File: src/rtl/cb_dispatch_allocator.sv
// Dispatch allocator: decode handshake, CB tail allocation, register status table, issue register.
// Optional perf counter for CB-full stalls is built when CB_DISPATCH_PERF_EN is defined.

module cb_rst_entry #(
  parameter int IW = 4
) (
  input  logic          CLK,
  input  logic          RST,
  input  logic          flush,
  input  logic          set,
  input  logic          clr,
  input  logic [IW-1:0] set_tag,
  output logic          busy,
  output logic [IW-1:0] tag
);
  // A same-cycle allocation wins over a retiring commit of the older producer.
  always_ff @(posedge CLK) begin
    if (RST) begin
      busy <= 1'b0;
      tag  <= '0;
    end else if (flush) begin
      busy <= 1'b0;
    end else if (set) begin
      busy <= 1'b1;
      tag  <= set_tag;
    end else if (clr) begin
      busy <= 1'b0;
    end
  end
endmodule

module cb_dispatch_allocator #(
  parameter  int NUM_ENTRY = 16,
  localparam int IW        = $clog2(NUM_ENTRY)
) (
  input  logic          CLK,
  input  logic          RST,
  input  logic          dec_valid,
  output logic          dec_ready,
  input  logic [4:0]    dec_rs1,
  input  logic [4:0]    dec_rs2,
  input  logic [4:0]    dec_rd,
  input  logic          dec_wen,
  output logic          alloc_ena,
  input  logic          cb_full,
  input  logic [IW-1:0] cb_cur_tail,
  input  logic          commit_valid,
  input  logic [IW-1:0] commit_index,
  input  logic [4:0]    commit_rd,
  input  logic          commit_wen,
  input  logic          flush,
  output logic          iss_valid,
  input  logic          iss_ready,
  output logic [IW-1:0] iss_index,
  output logic          iss_rs1_busy,
  output logic          iss_rs2_busy,
  output logic [IW-1:0] iss_rs1_tag,
  output logic [IW-1:0] iss_rs2_tag,
  output logic [4:0]    iss_rd,
  output logic          iss_wen,
  output logic [31:0]   stall_cycles
);

  typedef struct packed {
    logic [IW-1:0] index;
    logic          rs1_busy;
    logic [IW-1:0] rs1_tag;
    logic          rs2_busy;
    logic [IW-1:0] rs2_tag;
    logic [4:0]    rd;
    logic          wen;
  } iss_t;

  logic                 accept;
  logic [31:0]          busy_q;
  logic [31:0][IW-1:0]  tag_q;
  logic                 commit_hit;
  logic                 iss_vld_q;
  iss_t                 iss_q, iss_d;

  assign dec_ready = ~RST & (~iss_vld_q | iss_ready) & ~cb_full & ~flush;
  assign accept    = dec_valid & dec_ready;
  assign alloc_ena = accept;

  // Commit only retires the entry if the table still points at that CB slot.
  assign commit_hit = commit_valid & commit_wen & (tag_q[commit_rd] == commit_index);

  always_comb begin
    iss_d          = '0;
    iss_d.index    = cb_cur_tail;
    iss_d.rs1_busy = busy_q[dec_rs1] & ~(commit_hit & (commit_rd == dec_rs1));
    iss_d.rs1_tag  = (dec_rs1 != 5'd0) ? tag_q[dec_rs1] : '0;
    iss_d.rs2_busy = busy_q[dec_rs2] & ~(commit_hit & (commit_rd == dec_rs2));
    iss_d.rs2_tag  = (dec_rs2 != 5'd0) ? tag_q[dec_rs2] : '0;
    iss_d.rd       = dec_rd;
    iss_d.wen      = dec_wen;
  end

  genvar i;
  generate
    for (i = 0; i < 32; i++) begin : g_rst
      if (i == 0) begin : g_zero
        assign busy_q[i] = 1'b0;
        assign tag_q[i]  = '0;
      end else begin : g_ent
        logic set_i, clr_i;
        assign set_i = accept & dec_wen & (dec_rd == 5'(i));
        assign clr_i = commit_hit & (commit_rd == 5'(i));
        cb_rst_entry #(.IW(IW)) u_ent (
          .CLK     (CLK),
          .RST     (RST),
          .flush   (flush),
          .set     (set_i),
          .clr     (clr_i),
          .set_tag (cb_cur_tail),
          .busy    (busy_q[i]),
          .tag     (tag_q[i])
        );
      end
    end
  endgenerate

  always_ff @(posedge CLK) begin
    if (RST) begin
      iss_vld_q <= 1'b0;
      iss_q     <= '0;
    end else if (flush) begin
      iss_vld_q <= 1'b0;
    end else if (accept) begin
      iss_vld_q <= 1'b1;
      iss_q     <= iss_d;
    end else if (iss_ready) begin
      iss_vld_q <= 1'b0;
    end
  end

  assign iss_valid    = iss_vld_q;
  assign iss_index    = iss_q.index;
  assign iss_rs1_busy = iss_q.rs1_busy;
  assign iss_rs1_tag  = iss_q.rs1_tag;
  assign iss_rs2_busy = iss_q.rs2_busy;
  assign iss_rs2_tag  = iss_q.rs2_tag;
  assign iss_rd       = iss_q.rd;
  assign iss_wen      = iss_q.wen;

`ifdef CB_DISPATCH_PERF_EN
  logic [31:0] stall_q;
  always_ff @(posedge CLK) begin
    if (RST)
      stall_q <= '0;
    else if (dec_valid & cb_full & ~flush & (stall_q != '1))
      stall_q <= stall_q + 32'd1;
  end
  assign stall_cycles = stall_q;
`else
  assign stall_cycles = '0;
`endif

endmodule

File: config.mk
export PLATFORM = sky130hd
export DESIGN_NAME = cb_dispatch_allocator
export DESIGN_NICKNAME = d
export VERILOG_FILES = /design/src/rtl/cb_dispatch_allocator.sv
export SDC_FILE = /design/constraint.sdc
export NUM_CORES = 1
export LEC_CHECK = 0
export CORE_UTILIZATION = 26
export CTS_CLUSTER_SIZE = 25
export DETAILED_ROUTE_END_ITERATION = 16
export GPL_TIMING_DRIVEN = 0
export PLACE_DENSITY = 0.5
export SETUP_SLACK_MARGIN = 0.4
export SYNTH_ARGS = -nofsm -noshare
export SYNTH_HDL_FRONTEND = slang
export SYNTH_SLANG_ARGS = --single-unit
File: constraint.sdc
create_clock -name CLK -period 5.9 [get_ports CLK]
set_clock_uncertainty 0.05 [all_clocks]
set_input_delay 0.885 -clock CLK [delete_from_list [all_inputs] [get_ports CLK]]
set_output_delay 0.885 -clock CLK [all_outputs]
set_load 0.01 [all_outputs]
==> PnR_summary.wiki, run 1 <==
{| class="wikitable"
! Metric !! Value
|-
| Outcome || finished, violations left
|-
| Violated checks || capacitance limit, slew limit
|-
| Slowest library cell on the worst path || sky130_fd_sc_hd__nor3_1
|-
| Clock input transition at the sequential cells of the worst setup and hold paths || 0.08 ns
|-
| Placeable core region || 0.04010 mm²
|-
| Leading area contributor after synthesis || sky130_fd_sc_hd__dfxtp_1
|-
| Final setup margin || 1.129 ns
|-
| Cell types with the highest counts after synthesis || sky130_fd_sc_hd__nand2_1 (212), sky130_fd_sc_hd__dfxtp_1 (176), sky130_fd_sc_hd__a21oi_1 (127)
|-
| GR Layer Usage met2 || 35.55%
|-
| Crit. path cell count || 9
|-
| Worst skew pair latency || 0.45 ns
|-
| Async SR Flop Fraction || 0%
|-
| Final-report setup violation count || 0
|-
| Number of diodes added for antenna fixing || 0
|-
| Max Freq || 209.6 MHz
|-
| Post-DP HPWL || 37300 µm
|-
| Setup slack on the worst flop-to-flop path || 1.95 ns
|-
| Hold WS || 0.4098 ns
|-
| Die footprint || 0.04193 mm²
|-
| Worst-path cell chain || clkbuf_1 > nor2_2 > nand4b_1 > inv_1 > nand3_1 > or2_2 > nor3_1 > o21ai_0 > a31oi_1
|-
| Hold Violations, Final || 0
|-
| Iter 0 DRT Violations || 1308
|-
| Slew @ Worst Pin || 1.532 ns
|-
| Number of vias in the routed layout || 10430
|-
| Initial core utilization || 26.66%
|-
| Crit path buffers/inverters || 2
|-
| Number of stages on the worst hold path || 2
|-
| Setup slack at placement || 0.7786 ns
|-
| CTS-repair resized insts || 0
|-
| Min-Delay Path Class || flip-flop to flip-flop
|-
| Signal arrival time at the worst endpoint || 5.10 ns
|-
| Level count of the clock H-tree || 4
|-
| Leading cell types by total area after synthesis || sky130_fd_sc_hd__dfxtp_1 (33%), sky130_fd_sc_hd__mux4_2 (20%), sky130_fd_sc_hd__nand2_1 (7.4%)
|-
| Total routing usage reported by global routing || 23.88%
|-
| Routing usage on met3 || 5.234%
|-
| Most instantiated library cell after synthesis || sky130_fd_sc_hd__nand2_1
|-
| Largest net degree at the start of global routing || 19
|-
| CTS tree || built
|-
| Routability cong. || 1.015
|-
| Setup repair after global routing missed its margin || false
|-
| Number of fill cells || 4230
|-
| Critical path class || input pin to flip-flop
|-
| Fin crit period || 4.771 ns
|-
| Clock Tree Buf Depth || 2
|-
| Share of final-layout standard cells stronger than drive strength 1 || 16.80%
|-
| Total gr overflow || 0
|-
| Area share of the leading cell type in the synthesized netlist || 32.96%
|-
| Post-Syn Area || 0.01069 mm²
|-
| Synth Instances || 1187
|-
| Leakage Power || 4.201 nW
|-
| Post-route fraction of the period consumed by the critical path || 80.86%
|-
| Sequential area share after synthesis || 32.96%
|-
| Synth-to-Final Area Change || 17.43%
|-
| Clock net sink count || 176
|-
| I/O Pins || 92
|-
| Flops & latches, synth || 176
|-
| Routing usage on met1 || 32.79%
|-
| Delay of the slowest cell on the worst path || 1.17 ns
|-
| Power density cells || 219.4 mW/mm²
|-
| Number of distinct standard cells referenced by the synthesized netlist || 55
|-
| Hold bufs inserted after CTS || 0
|-
| Number of enable-type register cells in the synthesized netlist || 0
|-
| Number of buffers inserted by port buffering || 48
|-
| Crit path max fanout || 10
|-
| Routing layer with the top usage in global route || met2
|-
| Number of antenna violations at the first check in global routing || 0
|-
| Post-Place Cell Area || 0.01194 mm²
|-
| Required time reported for the critical path endpoint || 6.23 ns
|-
| Non-Filler Cell Area, Final || 0.01255 mm²
|-
| CTS root buffer || sky130_fd_sc_hd__clkbuf_16
|-
| Main synth FF type || sky130_fd_sc_hd__dfxtp_1
|-
| Die height || 204.8 µm
|-
| Kind of start point of the critical path || input pin
|-
| Synthesized area divided by synthesized cell count || 9.005 µm²
|-
| Final Max Slew Viols || 7
|-
| Aggregate routed wire length || 49730 µm
|-
| Remaining DRCs || 0
|-
| Kind of cell adding the most delay to the critical path || simple AND/OR/NAND/NOR gates
|-
| Buffer count from post-CTS setup fixing || 0
|-
| Count of yosys warnings during synthesis || 0
|-
| Die X-Extent || 204.8 µm
|-
| Max-Slew Margin vs Limit || -2.899%
|-
| Reg2Reg Depth || 8
|-
| Total CTS buffers || 17
|-
| Number of global-route vias before repair || 9675
|-
| Critical Path Sink Type || flip-flop
|-
| Pre-Repair DR Iteration Count || 5
|-
| Max cap viols || 1
|-
| Drt wl/cell || 27.28 µm
|-
| Number of cell rows || 73
|-
| Routed via count divided by cell count || 5.724
|-
| Wire length of the first global-routing pass || 70440 µm
|-
| Sum Neg Setup Slack || 0 ns
|-
| DRT antenna net count || 0
|-
| Total number of nets in the final design || 1322
|-
| IR drop worst, VDD || 181.2 µV
|}
power by group:
group / leakage (nW) / total [mW] / switching (mW) / internal, mW
clock network: 0.294 / 1.21 / 0.592 / 0.617
registers: 1.42 / 1.19 / 0.00226 / 1.19
logic: 2.49 / 0.352 / 0.242 / 0.110
total: 4.20 / 2.75 / 0.836 / 1.92
per-stage QoR:
stage | util, % | cells | power (mW)
after global routing | 31.30 | 1823 | 2.817
after floorplan | - | 1218 | 1.420
after global placement | 29.78 | 1791 | 1.564
final | 31.30 | 1823 | 2.754
after detailed placement | 29.78 | 1791 | 1.564
after CTS | 31.30 | 1823 | 2.752
placed cells by master, fill, tap and decap left out, drive strengths merged, types with 3 or more instances in the layout:
cell / synthesis / final
o211ai: 7 / 7
clkdlybuf4s50: 0 / 48
nand2b: 13 / 13
nor2b: 11 / 11
inv: 5 / 10
conb: 1 / 32
nor3b: 3 / 3
a22o: 9 / 9
or3: 3 / 3
a22oi: 6 / 6
xnor2: 8 / 8
xor2: 4 / 4
dfxtp: 176 / 176
nor2: 97 / 97
mux4: 96 / 96
nand3b: 5 / 5
a21oi: 127 / 127
and3: 3 / 3
mux2i: 53 / 53
clkbuf: 64 / 82
o21ai: 85 / 85
a221oi: 9 / 9
and2: 6 / 6
mux2: 19 / 19
nor4: 4 / 4
o22ai: 9 / 9
nor3: 23 / 23
o221ai: 4 / 4
a31oi: 26 / 26
nand3: 12 / 12
nand2: 213 / 213
buf: 66 / 66
or2: 4 / 4
clkinv: 0 / 7
sequential cells by signal (all words and copies together) (netlist names):
name,flops
iss_wen,1
iss_rs2_busy,1
g_rst.g_ent.u_ent.busy,31
g_rst.g_ent.u_ent.tag,124
iss_rs2_tag,4
iss_rs1_busy,1
iss_rd,5
iss_rs1_tag,4
iss_index,4
iss_valid,1
kinds of logic (layout without fill, tap and decap cells):
| kind of cell | Yosys count | count (layout) | share of synthesized area [%] |
|---|---|---|---|
| DFF | 176 | 176 | 32.96 |
| buffers and inverters | 135 | 215 | 6.649 |
| and+or+nand+nor | 401 | 401 | 16.33 |
| muxes | 168 | 168 | 27.23 |
| other | 1 | 32 | 0.03508 |
| xor gates and xnor gates | 12 | 12 | 0.9833 |
| AOI/OAI and AO/OA | 294 | 294 | 15.81 |
final cells by class:
class	instances	area (µm²)	area share [%]
buffer	130	691.9	5.512
clock buffer	18	439.2	3.499
clock inverter	14	170.2	1.356
inverter	5	18.77	0.1495
multi-input combinational	907	6571	52.35
sequential	176	3523	28.07
tap	525	656.9	5.233
timing repair buffer	48	480.5	3.828
path summary, 6_finish.rpt:
kind,start,to
max,RST,g_rst[28].g_ent.u_ent.busy
min,iss_rs1_tag[2],iss_rs1_tag[2]
max reg2reg,iss_valid,g_rst[28].g_ent.u_ent.busy
min reg2reg,iss_rs1_tag[2],iss_rs1_tag[2]
worst register-to-register path: stages, from the launching register on:
cell,delay [ns]
sky130_fd_sc_hd__dfxtp_1,0.31
sky130_fd_sc_hd__nand2b_1,0.10
sky130_fd_sc_hd__nand4b_1,0.54
sky130_fd_sc_hd__inv_1,0.54
sky130_fd_sc_hd__nand3_1,0.34
sky130_fd_sc_hd__or2_2,0.44
sky130_fd_sc_hd__nor3_1,1.17
sky130_fd_sc_hd__o21ai_0,0.21
sky130_fd_sc_hd__a31oi_1,0.19
layer usage:
| layer | up-vias | wire (µm) |
|---|---|---|
| li1 | 4475 | - |
| met1 | 5205 | 20490 |
| met2 | 655 | 21850 |
| met3 | 99 | 5355 |
| met4 | 0 | 2037 |
| met5 | - | 0 |
No activity file was read; power rests on OpenSTA's default activity.
==> run 2: changes to the inputs <==
==> constraint.sdc (replaced) <==
create_clock -name CLK -period 4.8 [get_ports CLK]
set_clock_uncertainty 0.05 [all_clocks]
set_input_delay 0.72 -clock CLK [delete_from_list [all_inputs] [get_ports CLK]]
set_output_delay 0.72 -clock CLK [all_outputs]
set_load 0.01 [all_outputs]
==> PnR_summary.wiki, run 2 (synthesis results as in run 1) <==
{| class="wikitable"
! Metric !! Value
|-
| Most frequent standard cell in the layout excluding fill and tap cells || sky130_fd_sc_hd__nand2_1
|-
| Crit path max fanout || 10 (unchanged)
|-
| Total number of nets in the final design || 1323 (+0.076%)
|-
| Routed via count divided by cell count || 5.760 (+0.63%)
|-
| Post-route fraction of the period consumed by the critical path || 90.12%
|-
| Number of fill cells || 4230 (unchanged)
|-
| Outcome || finished, violations left
|-
| Hold Violations, Final || 0 (unchanged)
|-
| Largest net degree at the start of global routing || 19 (unchanged)
|-
| Setup slack at placement || -0.1564 ns (-0.9350 ns)
|-
| Max-Slew Margin vs Limit || -1.147% (+1.8 points)
|-
| Die height || 204.8 µm (unchanged)
|-
| Delay of the slowest cell on the worst path || 0.82 ns (-0.35 ns)
|-
| Violated checks || capacitance limit, slew limit
|-
| Reg2Reg Depth || 8 (unchanged)
|-
| Remaining DRCs || 0 (unchanged)
|-
| Inst Count DP || 1791 (unchanged)
|-
| Leakage Power || 4.211 nW (+0.25%)
|-
| Worst hold start || iss_rs1_tag[2]
|-
| IR drop worst, VDD || 222.2 µV (+23%)
|-
| Number of diodes added for antenna fixing || 0 (unchanged)
|-
| Routability cong. || 1.015 (unchanged)
|-
| Clock net sink count || 176 (unchanged)
|-
| Signal arrival time at the worst endpoint || 4.65 ns (-0.45 ns)
|-
| CTS tree || built
|-
| Iter 0 DRT Violations || 1292 (-1.2%)
|-
| RR Startpoint || iss_valid
|-
| Min-Delay Path Class || flip-flop to flip-flop
|-
| Kind of cell adding the most delay to the critical path || buffers and inverters
|-
| Number of buffers inserted by port buffering || 48 (unchanged)
|-
| Placeable core region || 0.04010 mm² (unchanged)
|-
| Flip-flop count of the largest register, all copies and words added || 124 (unchanged)
|-
| Switching part of the total || 30.37% (about the same)
|-
| Share of total power in sequential cells || 43.3% (about the same)
|-
| Setup slack on the worst flop-to-flop path || 1.42 ns (-0.53 ns)
|-
| Hold bufs inserted after CTS || 0 (unchanged)
|-
| Non-filler cells in the finished layout || 1824 (+0.055%)
|-
| Worst-case hold path end point || iss_rs1_tag[2]
|-
| Clock input transition at the sequential cells of the worst setup and hold paths || 0.07 ns (about the same)
|-
| Setup repair after global routing missed its margin || false
|-
| Net switching power || 1.028 mW (+23%)
|-
| Power density cells || 269.4 mW/mm² (+23%)
|-
| Fin crit period || 4.326 ns
|-
| Slowest library cell on the worst path || sky130_fd_sc_hd__clkbuf_1
|-
| Final Max Slew Viols || 7 (unchanged)
|-
| Pre-Repair DR Iteration Count || 7 (+2)
|-
| Level count of the clock H-tree || 4 (unchanged)
|-
| Die footprint || 0.04193 mm² (unchanged)
|-
| Kind of start point of the critical path || input pin
|-
| Number of vias in the routed layout || 10510 (+0.69%)
|-
| Slew @ Worst Pin || 1.506 ns (-0.02608 ns)
|-
| Aggregate routed wire length || 49880 µm (+0.31%)
|-
| Crit path buffers/inverters || 4 (+2)
|-
| Reg with most FFs || g_rst.g_ent.u_ent.tag
|-
| Non-Filler Cell Area, Final || 0.01257 mm² (+0.12%)
|-
| Required time reported for the critical path endpoint || 5.13 ns (-1.10 ns)
|-
| Total CTS buffers || 17 (unchanged)
|-
| Number of cell rows || 73 (unchanged)
|-
| Hold WS || 0.4096 ns (-0.0001840 ns)
|-
| Worst skew pair latency || 0.45 ns (about the same)
|-
| DRT antenna net count || 0 (unchanged)
|-
| I/O Pins || 92 (unchanged)
|-
| Die X-Extent || 204.8 µm (unchanged)
|-
| Wire length of the first global-routing pass || 70520 µm (+0.11%)
|-
| Endpoint of the most critical register-to-register path || g_rst[28].g_ent.u_ent.busy
|-
| Drt wl/cell || 27.35 µm (+0.25%)
|-
| Share of final-layout standard cells stronger than drive strength 1 || 16.94% (+0.14 points)
|-
| Total routing usage reported by global routing || 23.91% (+0.031 points)
|-
| Initial core utilization || 26.66% (unchanged)
|-
| Number of antenna violations at the first check in global routing || 0 (unchanged)
|-
| Number of stages on the worst hold path || 2 (unchanged)
|-
| Sum Neg Setup Slack || 0 ns (unchanged)
|-
| Critical Path Sink Type || flip-flop
|-
| Total gr overflow || 0 (unchanged)
|-
| Synth-to-Final Area Change || 17.57%
|-
| Worst-path cell chain || clkdlybuf4s50_1 > clkbuf_1 > clkbuf_1 > buf_2 > nand2_1 > o221ai_1 > a21oi_1 > a21oi_1 > a22oi_1 > nor2_1
|-
| Post-DP HPWL || 37300 µm (unchanged)
|-
| Max Freq || 231.2 MHz
|-
| Number of global-route vias before repair || 9682 (+0.072%)
|-
| Combinational power share || 12.8% (about the same)
|-
| Post-Place Cell Area || 0.01194 mm² (unchanged)
|-
| Clock Tree Buf Depth || 2 (unchanged)
|-
| Final-report setup violation count || 0 (unchanged)
|-
| CTS root buffer || sky130_fd_sc_hd__clkbuf_16
|-
| Critical path class || input pin to flip-flop
|-
| Share of power burned in the clock network || 43.9% (about the same)
|-
| Most used cells in the layout excluding fill and tap cells || sky130_fd_sc_hd__nand2_1 (212), sky130_fd_sc_hd__dfxtp_1 (176), sky130_fd_sc_hd__a21oi_1 (127)
|-
| Max cap viols || 1 (unchanged)
|-
| Final setup margin || 0.4742 ns (-0.6549 ns)
|-
| Internal Dissipation || 2.358 mW (+23%)
|}
-- run 2: cell types whose count changed in the layout (fill, tap and decap cells not counted) --
cell	previous run	this run
sky130_fd_sc_hd__buf_1	8	7
sky130_fd_sc_hd__clkbuf_1	64	63
sky130_fd_sc_hd__clkbuf_2	0	1
sky130_fd_sc_hd__clkdlybuf4s15_1	0	1
sky130_fd_sc_hd__buf_4	35	36
-- run 2: how the worst max path moves through the flow --
| stage | slack [ns] | startpoint | cells past startpoint | endpoint |
|---|---|---|---|---|
| after floorplan | 1.81 | commit_rd[1] | 9 | g_rst[28].g_ent.u_ent.busy |
| after global placement | -0.11 | RST | 9 | g_rst[28].g_ent.u_ent.busy |
| after detailed placement | -0.16 | RST | 9 | g_rst[28].g_ent.u_ent.busy |
| after CTS | 0.44 | dec_rs1[1] | 10 | iss_rs1_tag[2] |
| after global routing | 0.47 | dec_rs2[1] | 9 | iss_rs2_tag[3] |
| final | 0.47 | dec_rs2[1] | 10 | iss_rs2_tag[0] |
-- run 2: area by class of cell --
cell class | instances | area (µm²) | area share, %
Multi-Input combinational cell | 907 | 6571 | 52.29
Sequential cell | 176 | 3523 | 28.04
Buffer | 130 | 699.4 | 5.565
Tap cell | 525 | 656.9 | 5.227
Timing Repair Buffer | 49 | 488.0 | 3.883
Clock buffer | 18 | 439.2 | 3.495
Clock inverter | 14 | 170.2 | 1.354
Inverter | 5 | 18.77 | 0.1493
-- run 2: power by group through the flow --
stage | clock network, mW | registers [mW] | logic, mW
after floorplan | 0 | 1.50 | 0.245
after global placement | 0 | 1.50 | 0.423
after detailed placement | 0 | 1.50 | 0.422
after CTS | 1.49 | 1.47 | 0.424
after global routing | 1.55 | 1.47 | 0.448
final | 1.49 | 1.47 | 0.435
-- run 2: metal layers --
| layer | global-route usage [%] | share of wire, % | vias up |
|---|---|---|---|
| met5 | 0 | 0 | - |
| met4 | 10.77 | 4.2 | 0 |
| met3 | 5.234 | 12 | 108 |
| met2 | 35.58 | 44 | 723 |
| met1 | 32.85 | 40 | 5194 |
| li1 | - | - | 4481 |
-- run 2: what timing repair did --
action | CTS | global route
pin swaps | 1 | 0
setup buffers | 1 | 0
gates resized for setup | 0 | 4
hold endpoints to repair | 0 | 0
cloned | 0 | 0
endpoints found under the setup margin | 5 | 2
-- run 2: stage by stage --
stage	power (mW)	util (%)
2_1_floorplan	1.745	-
3_3_place_gp	1.923	29.78
3_5_place_dp	1.922	29.78
4_1_cts	3.383	31.32
5_1_grt	3.463	31.34
6_report	3.386	31.34
-- run 2: worst reg2reg max path: stages (launching register included) --
cell and delay [ns]:
sky130_fd_sc_hd__dfxtp_1 0.31, sky130_fd_sc_hd__nand2b_1 0.10, sky130_fd_sc_hd__nand4b_1 0.19, sky130_fd_sc_hd__inv_1 0.35
sky130_fd_sc_hd__nand3_1 0.33, sky130_fd_sc_hd__or2_2 0.44, sky130_fd_sc_hd__nor3_1 1.15, sky130_fd_sc_hd__o21ai_0 0.19
sky130_fd_sc_hd__a31oi_1 0.19
